$ cat src/rtl/mem_access_ctrl_pkg.sv
// -----------------------------------------------------------------------------
// lc3_mem_pkg
// Shared types and constants for the LC-3 memory-access sequencer.
//   mem_state_t  : sequencer states (IDLE, ACCESS, HOLD, DONE)
//   MEM_ADDR_W   : default SRAM address width
//   MEM_DATA_W   : default SRAM word width
//   cnt_width()  : wait-state counter width, never narrower than one bit
// -----------------------------------------------------------------------------
package lc3_mem_pkg;

  localparam int MEM_ADDR_W = 16;
  localparam int MEM_DATA_W = 16;

  typedef enum logic [1:0] {IDLE, ACCESS, HOLD, DONE} mem_state_t;

  // $clog2(1) is 0, so zero wait states still need a one-bit counter.
  function automatic int cnt_width(input int waits);
    return (waits < 1) ? 1 : $clog2(waits + 1);
  endfunction

endpackage

$ cat src/rtl/mem_access_ctrl_if.sv
// -----------------------------------------------------------------------------
// mem_access_ctrl_if
// Bundles the request side (control FSM / MAR / MDR) and the SRAM side of the
// memory-access sequencer.
//   Request side : Req, RW, Addr, Wdata -> ; <- Rdata, Ld_MDR, Done, Ready
//   SRAM side    : <- Mem_Addr, Mem_Data_Out, Mem_Data_OE, Mem_CE_n,
//                   Mem_OE_n, Mem_WE_n ; Mem_Data_In ->
//   slave  modport : the sequencer
//   master modport : the requester plus the SRAM model / pad logic
// -----------------------------------------------------------------------------
interface mem_access_ctrl_if
  import lc3_mem_pkg::*;
#(
  parameter int ADDR_W = MEM_ADDR_W,
  parameter int DATA_W = MEM_DATA_W
) ();

  logic              Req;
  logic              RW;
  logic [ADDR_W-1:0] Addr;
  logic [DATA_W-1:0] Wdata;
  logic [DATA_W-1:0] Rdata;
  logic              Ld_MDR;
  logic              Done;
  logic              Ready;
  logic [ADDR_W-1:0] Mem_Addr;
  logic [DATA_W-1:0] Mem_Data_Out;
  logic              Mem_Data_OE;
  logic [DATA_W-1:0] Mem_Data_In;
  logic              Mem_CE_n;
  logic              Mem_OE_n;
  logic              Mem_WE_n;

  modport slave (
    input  Req, RW, Addr, Wdata, Mem_Data_In,
    output Rdata, Ld_MDR, Done, Ready,
    output Mem_Addr, Mem_Data_Out, Mem_Data_OE, Mem_CE_n, Mem_OE_n, Mem_WE_n
  );

  modport master (
    output Req, RW, Addr, Wdata, Mem_Data_In,
    input  Rdata, Ld_MDR, Done, Ready,
    input  Mem_Addr, Mem_Data_Out, Mem_Data_OE, Mem_CE_n, Mem_OE_n, Mem_WE_n
  );

endinterface

$ cat src/rtl/mem_access_ctrl_wait_counter.sv
// -----------------------------------------------------------------------------
// mem_wait_counter
// Wait-state down-counter for the memory-access sequencer.
//   Clk      : rising-edge clock
//   Reset    : asynchronous active-low reset (count := 0)
//   load     : load load_val (has priority over dec)
//   load_val : value to load
//   dec      : decrement; saturates at zero
//   zero     : count is zero
// -----------------------------------------------------------------------------
module mem_wait_counter #(
  parameter int WIDTH = 2
) (
  input  logic             Clk,
  input  logic             Reset,
  input  logic             load,
  input  logic [WIDTH-1:0] load_val,
  input  logic             dec,
  output logic             zero
);

  logic [WIDTH-1:0] count;

  always_ff @(posedge Clk or negedge Reset) begin
    if (!Reset) begin
      count <= '0;
    end else if (load) begin
      count <= load_val;
    end else if (dec && (count != '0)) begin
      count <= count - 1'b1;
    end
  end

  assign zero = (count == '0);

endmodule

$ cat src/rtl/mem_access_ctrl.sv
// -----------------------------------------------------------------------------
// mem_access_ctrl
// Sequences one-word reads and writes between the LC-3 MAR/MDR and an external
// asynchronous SRAM, holding the strobes for WAIT_CYCLES extra cycles.
//   Clk   : rising-edge clock
//   Reset : asynchronous active-low reset, effective immediately
//   bus   : mem_access_ctrl_if.slave
//           Req/RW/Addr/Wdata sampled only when idle; Rdata held until the
//           next read; Ld_MDR/Done one-cycle pulses; Ready high when idle;
//           registered SRAM address, write data, output enable and
//           active-low CE/OE/WE strobes; Mem_Data_In is the SRAM read bus.
// Read : IDLE -> ACCESS x (WAIT_CYCLES+1) -> DONE -> IDLE
// Write: IDLE -> ACCESS x (WAIT_CYCLES+1) -> HOLD -> DONE -> IDLE
// -----------------------------------------------------------------------------
module mem_access_ctrl
  import lc3_mem_pkg::*;
#(
  parameter int ADDR_W      = MEM_ADDR_W,
  parameter int DATA_W      = MEM_DATA_W,
  parameter int WAIT_CYCLES = 2
) (
  input  logic             Clk,
  input  logic             Reset,
  mem_access_ctrl_if.slave bus
);

  localparam int               CNT_W   = cnt_width(WAIT_CYCLES);
  localparam logic [CNT_W-1:0] WAIT_LD = CNT_W'(WAIT_CYCLES);

  mem_state_t        state, state_n;
  logic              rw_q, rw_n;
  logic              latch, capture;
  logic              cnt_load, cnt_dec, cnt_zero;

  logic [ADDR_W-1:0] addr_q;
  logic [DATA_W-1:0] wdata_q;
  logic [DATA_W-1:0] rdata_q;

  logic              ce_n_q, oe_n_q, we_n_q, data_oe_q;
  logic              done_q, ld_q, ready_q;

  mem_wait_counter #(
    .WIDTH(CNT_W)
  ) u_wait (
    .Clk      (Clk),
    .Reset    (Reset),
    .load     (cnt_load),
    .load_val (WAIT_LD),
    .dec      (cnt_dec),
    .zero     (cnt_zero)
  );

  always_ff @(posedge Clk or negedge Reset) begin
    if (!Reset) begin
      state <= IDLE;
    end else begin
      state <= state_n;
    end
  end

  always_comb begin
    state_n  = state;
    latch    = 1'b0;
    capture  = 1'b0;
    cnt_load = 1'b0;
    cnt_dec  = 1'b0;
    case (state)
      IDLE: begin
        if (bus.Req) begin
          state_n  = ACCESS;
          latch    = 1'b1;
          cnt_load = 1'b1;
        end
      end
      ACCESS: begin
        if (cnt_zero) begin
          state_n = rw_q ? HOLD : DONE;
          capture = !rw_q;
        end else begin
          cnt_dec = 1'b1;
        end
      end
      HOLD:    state_n = DONE;
      DONE:    state_n = IDLE;
      default: state_n = IDLE;
    endcase
  end

  // Direction of the access the next state belongs to; a new request's RW
  // must steer the strobes in its very first ACCESS cycle.
  assign rw_n = latch ? bus.RW : rw_q;

  // Outputs are registered from the next state so they change exactly with
  // the state register and never glitch on state decode.
  always_ff @(posedge Clk or negedge Reset) begin
    if (!Reset) begin
      ce_n_q    <= 1'b1;
      oe_n_q    <= 1'b1;
      we_n_q    <= 1'b1;
      data_oe_q <= 1'b0;
      done_q    <= 1'b0;
      ld_q      <= 1'b0;
      ready_q   <= 1'b1;
    end else begin
      ce_n_q    <= !((state_n == ACCESS) || (state_n == HOLD));
      oe_n_q    <= !((state_n == ACCESS) && !rw_n);
      we_n_q    <= !((state_n == ACCESS) && rw_n);
      data_oe_q <= ((state_n == ACCESS) || (state_n == HOLD)) && rw_n;
      done_q    <= (state_n == DONE);
      ld_q      <= (state_n == DONE) && !rw_n;
      ready_q   <= (state_n == IDLE);
    end
  end

  always_ff @(posedge Clk or negedge Reset) begin
    if (!Reset) begin
      rw_q    <= 1'b0;
      addr_q  <= '0;
      wdata_q <= '0;
      rdata_q <= '0;
    end else begin
      if (latch) begin
        rw_q    <= bus.RW;
        addr_q  <= bus.Addr;
        wdata_q <= bus.Wdata;
      end
      if (capture) begin
        rdata_q <= bus.Mem_Data_In;
      end
    end
  end

  assign bus.Rdata        = rdata_q;
  assign bus.Ld_MDR       = ld_q;
  assign bus.Done         = done_q;
  assign bus.Ready        = ready_q;
  assign bus.Mem_Addr     = addr_q;
  assign bus.Mem_Data_Out = wdata_q;
  assign bus.Mem_Data_OE  = data_oe_q;
  assign bus.Mem_CE_n     = ce_n_q;
  assign bus.Mem_OE_n     = oe_n_q;
  assign bus.Mem_WE_n     = we_n_q;

endmodule

$ cat src/flat_wrapper.sv
// flat-port wrapper written by rule: the top's interface ports become plain ports
module mem_access_ctrl_flat import lc3_mem_pkg::*;
#(
  parameter int ADDR_W      = MEM_ADDR_W,
  parameter int DATA_W      = MEM_DATA_W,
  parameter int WAIT_CYCLES = 2
)
  (Clk, Reset, bus_Req, bus_RW, bus_Addr, bus_Wdata, bus_Mem_Data_In, bus_Rdata, bus_Ld_MDR, bus_Done, bus_Ready, bus_Mem_Addr, bus_Mem_Data_Out, bus_Mem_Data_OE, bus_Mem_CE_n, bus_Mem_OE_n, bus_Mem_WE_n);
  mem_access_ctrl_if #(.ADDR_W(ADDR_W), .DATA_W(DATA_W)) bus_i ();
  input  logic Clk;
  input  logic Reset;
  input wire logic [$bits(bus_i.Req)-1:0] bus_Req;
  input wire logic [$bits(bus_i.RW)-1:0] bus_RW;
  input wire logic [$bits(bus_i.Addr)-1:0] bus_Addr;
  input wire logic [$bits(bus_i.Wdata)-1:0] bus_Wdata;
  input wire logic [$bits(bus_i.Mem_Data_In)-1:0] bus_Mem_Data_In;
  output wire logic [$bits(bus_i.Rdata)-1:0] bus_Rdata;
  output wire logic [$bits(bus_i.Ld_MDR)-1:0] bus_Ld_MDR;
  output wire logic [$bits(bus_i.Done)-1:0] bus_Done;
  output wire logic [$bits(bus_i.Ready)-1:0] bus_Ready;
  output wire logic [$bits(bus_i.Mem_Addr)-1:0] bus_Mem_Addr;
  output wire logic [$bits(bus_i.Mem_Data_Out)-1:0] bus_Mem_Data_Out;
  output wire logic [$bits(bus_i.Mem_Data_OE)-1:0] bus_Mem_Data_OE;
  output wire logic [$bits(bus_i.Mem_CE_n)-1:0] bus_Mem_CE_n;
  output wire logic [$bits(bus_i.Mem_OE_n)-1:0] bus_Mem_OE_n;
  output wire logic [$bits(bus_i.Mem_WE_n)-1:0] bus_Mem_WE_n;
  assign bus_i.Req = bus_Req;
  assign bus_i.RW = bus_RW;
  assign bus_i.Addr = bus_Addr;
  assign bus_i.Wdata = bus_Wdata;
  assign bus_i.Mem_Data_In = bus_Mem_Data_In;
  assign bus_Rdata = bus_i.Rdata;
  assign bus_Ld_MDR = bus_i.Ld_MDR;
  assign bus_Done = bus_i.Done;
  assign bus_Ready = bus_i.Ready;
  assign bus_Mem_Addr = bus_i.Mem_Addr;
  assign bus_Mem_Data_Out = bus_i.Mem_Data_Out;
  assign bus_Mem_Data_OE = bus_i.Mem_Data_OE;
  assign bus_Mem_CE_n = bus_i.Mem_CE_n;
  assign bus_Mem_OE_n = bus_i.Mem_OE_n;
  assign bus_Mem_WE_n = bus_i.Mem_WE_n;
  mem_access_ctrl #(.ADDR_W(ADDR_W), .DATA_W(DATA_W), .WAIT_CYCLES(WAIT_CYCLES)) u_core (.Clk(Clk), .Reset(Reset), .bus(bus_i));
endmodule
$ cat config.mk
export PLATFORM = sky130hd
export DESIGN_NAME = mem_access_ctrl_flat
export DESIGN_NICKNAME = d
export VERILOG_FILES = /design/src/rtl/mem_access_ctrl_pkg.sv /design/src/rtl/mem_access_ctrl_if.sv /design/src/rtl/mem_access_ctrl_wait_counter.sv /design/src/rtl/mem_access_ctrl.sv /design/src/flat_wrapper.sv
export SDC_FILE = /design/constraint.sdc
export NUM_CORES = 1
export LEC_CHECK = 0
export BUFFER_PORTS_ARGS = -buffer_cell sky130_fd_sc_hd__clkbuf_2
export CAP_MARGIN = 20
export CORE_MARGIN = 2
export CORE_UTILIZATION = 25
export DETAILED_ROUTE_END_ITERATION = 8
export SYNTH_ARGS = -nofsm -noshare
export SYNTH_HDL_FRONTEND = slang
export SYNTH_SLANG_ARGS = --single-unit
$ cat constraint.sdc
create_clock -name Clk -period 2 [get_ports Clk]
set_input_delay 0.4 -clock Clk [delete_from_list [all_inputs] [get_ports Clk]]
set_output_delay 0.4 -clock Clk [all_outputs]
set_load 0.02 [all_outputs]
==> impl_metrics.py <==
metrics = {
    "clocking": {
        "clockBufferDepth": 2,
        "htreeDepth": 3,
        "clock_latency_ps": 330,
        "path_clk_slew_ps": 60,
        "cts_tree": "yes",
        "postCtsHoldBufs": 0,
        "cts-resized-gates": 0,
        "numCtsBuffers": 9,
        "clock_sinks": 60,
        "cts_setup_buffers": 0,
        "clockRootBuffer": "clkbuf_8",
    },
    "routing": {
        "initialDrtViolationCount": 17,
        "top_layer_used": "met4",
        "drt-pass1-iter-count": 4,
        "wl_per_cell_um": 12.1,
        "route.detailed.drc": 0,
        "wl_met2_um": 2320,
        "drtAntennaViolNets": 0,
        "vias_per_cell": 4.04,
        "met1_length_um": 2120,
        "drt-total-wl_um": 4860,
        "vias": 1620,
        "wl_met3_um": 351,
    },
    "layout": {
        "fin_nets": 319,
        "fin_area_um2": 3340,
        "final_cell_mix": "clkbuf_2, dfrtp_1, mux2_2, clkbuf_8, mux2_4",
        "final_common_cell": "clkbuf_2",
        "diodes": 0,
        "synthToLayoutAreaGrowth_pct": 35.4,
        "fillers": 989,
        "drive_gt1_share_pct": 68.7,
    },
    "worst_setup_path": {
        "critPathCaptureType": "register",
        "r2r-end": "u_core.bus.Mem_Data_OE",
        "path_cells": "inv_1, ha_1, a21o_2, a21oi_1, ha_1, nand2b_1, mux2i_1",
        "cp.arrival_ps": 2070,
        "start_kind": "register",
        "crit_buf_inv": 1,
        "crit_type": "reg2reg",
        "cpPeakStageDelay_ps": 370,
        "rrSetupSlack_ps": 190,
        "crit_top_cell": "ha_1",
        "reg2regPathDepth": 7,
        "critPathMaxFanout": 7,
        "cpLargestDelayFamily": "adder cells",
        "worstReg2RegStart": "u_core.u_wait.count[0]",
        "cp.required_ps": 2260,
        "cp_slowest_cell": "dfrtp_1",
    },
    "sta": {
        "finalCritPeriodShare_pct": 90.5,
        "rsz0062_at_grt": "false",
        "fin_skew_ps": 4.96,
        "maxSlewViolCount": 0,
        "hold_viol": 0,
        "finalCriticalPeriod_ps": 1810,
        "fin_tns_setup_ps": 0,
        "max-slew-margin-rel_pct": 72.1,
        "worst-slew-pin-transition_ps": 419,
        "setup_viol": 0,
        "max_freq_ghz": 0.552,
    },
    "place": {
        "dpl_cell_area_um2": 3140,
        "gp_congestion": 0.656,
        "hpwl_um": 3490,
        "io_buffers": 106,
    },
    "floorplan": {
        "die_w_um": 103,
        "die-area_um2": 10700,
        "fp-row-count": 36,
        "fp.dieH_um": 103,
        "ios": 107,
        "core_area_um2": 9680,
        "initial_utilization_pct": 25.4,
    },
    "synthesis": {
        "async_flop_share_pct": 100,
        "syn_nets": 205,
        "synthFlopType": "dfrtp_1",
        "synth_cells": 149,
        "yosys_warnings": 0,
        "ys_ff_latch": 60,
        "seq_area_frac_synth_pct": 61.1,
        "synth_cell_type_count": 31,
        "synth_edf_count": 0,
        "synth_area_per_cell_um2": 16.5,
        "netlist_area_um2": 2460,
    },
    "pwr": {
        "ir_drop_uv": 685,
        "leakagePower_uw": 0.00165,
        "p_per_area_nw_per_um2": 1760,
    },
    "grt": {
        "grt_max_degree": 61,
        "grt_pass1_wl_um": 7280,
        "grt.overflow.total": 0,
        "gr-usage-all-layers_pct": 9.27,
        "antenna_found_initial": 0,
        "first_global_vias": 1508,
    },
    "run": {
        "drv_cap": 0,
    },
    "hold_path": {
        "holdCritPathClass": "in2async",
    },
    "run_status": {
        "status": "finished clean",
    },
}
## report_power, final
| group | switching, uW | internal [uW] | total, uW |
|---|---|---|---|
| Sequential | 351 | 1850 | 2200 |
| Combinational | 1370 | 1210 | 2580 |
| Clock | 453 | 643 | 1100 |
| Total | 2180 | 3700 | 5880 |
## logic make-up after synthesis
family	Yosys count	share of synthesized area, %
flip-flops	60	61.1
multiplexers	52	25.2
AND/OR/NAND/NOR	13	4.72
buffers and inverters	11	4.16
AO/OA/AOI/OAI	9	2.74
adder cells (fa/ha/maj)	4	2.03
## worst max-delay path by stage
stage	start	end	cells past startpoint
floorplan	u_core.u_wait.count[0]	u_core.bus.Rdata[10]	6
global placement	u_core.u_wait.count[0]	u_core.bus.Mem_Data_OE	7
detailed placement	u_core.u_wait.count[0]	u_core.bus.Mem_Data_OE	7
CTS	u_core.u_wait.count[0]	u_core.bus.Mem_Data_OE	7
global route	u_core.u_wait.count[0]	u_core.bus.Mem_Data_OE	7
finish	u_core.u_wait.count[0]	u_core.bus.Mem_Data_OE	7
## cells in the mapped netlist (2+ instances only)
cell type	count	area, um^2
dfrtp_1	56	1400
mux2_2	40	450
mux2_4	10	150
buf_6	4	45.0
dfstp_2	4	105
ha_1	4	50.1
inv_1	3	11.3
nand2_1	3	11.3
mux2i_1	2	20.0
nand2b_1	2	12.5
## layout make-up
cell class	instances	area [um^2]	share of cell area [%]
inverter	3	11.3	0.338
clock buffer	14	163	4.88
sequential	60	1510	45.2
timing repair buffer	111	593	17.8
tap	133	166	4.99
clock inverter	2	35.0	1.05
multi-input combinational	78	861	25.8
## sequential cells by signal (all words and copies together), names as in the netlist
name                     count
u_core.bus.Ready             1
u_core.bus.Done              1
u_core.bus.Mem_CE_n          1
u_core.rw_q                  1
u_core.bus.Mem_Addr         16
u_core.bus.Mem_OE_n          1
u_core.state                 2
u_core.bus.Mem_Data_OE       1
u_core.bus.Mem_WE_n          1
u_core.u_wait.count          2
u_core.bus.Rdata            16
u_core.bus.Ld_MDR            1
u_core.bus.Mem_Data_Out     16
## per-stage QoR
step / setup WS [ps] / util (%) / total power, uW / hold slack, ps / std cells
final: 189 / 34.4 / 5880 / 72.4 / 401
after global routing: 35.0 / 34.4 / 6290 / 90.6 / 401
after CTS: 195 / 34.4 / 5980 / 70.4 / 401
after detailed placement: 204 / 32.4 / 4850 / 443 / 385
after global placement: 273 / 32.4 / 4780 / 440 / 385
after floorplan: 336 / - / 4020 / 104 / 149
## metal layers
layer,GRT usage (%),vias to the layer above
met1,11.0,794
li1,-,754
met4,4.86,0
met2,14.3,63
met3,3.97,9
met5,0,-
No activity file was read; power rests on OpenSTA's default activity.
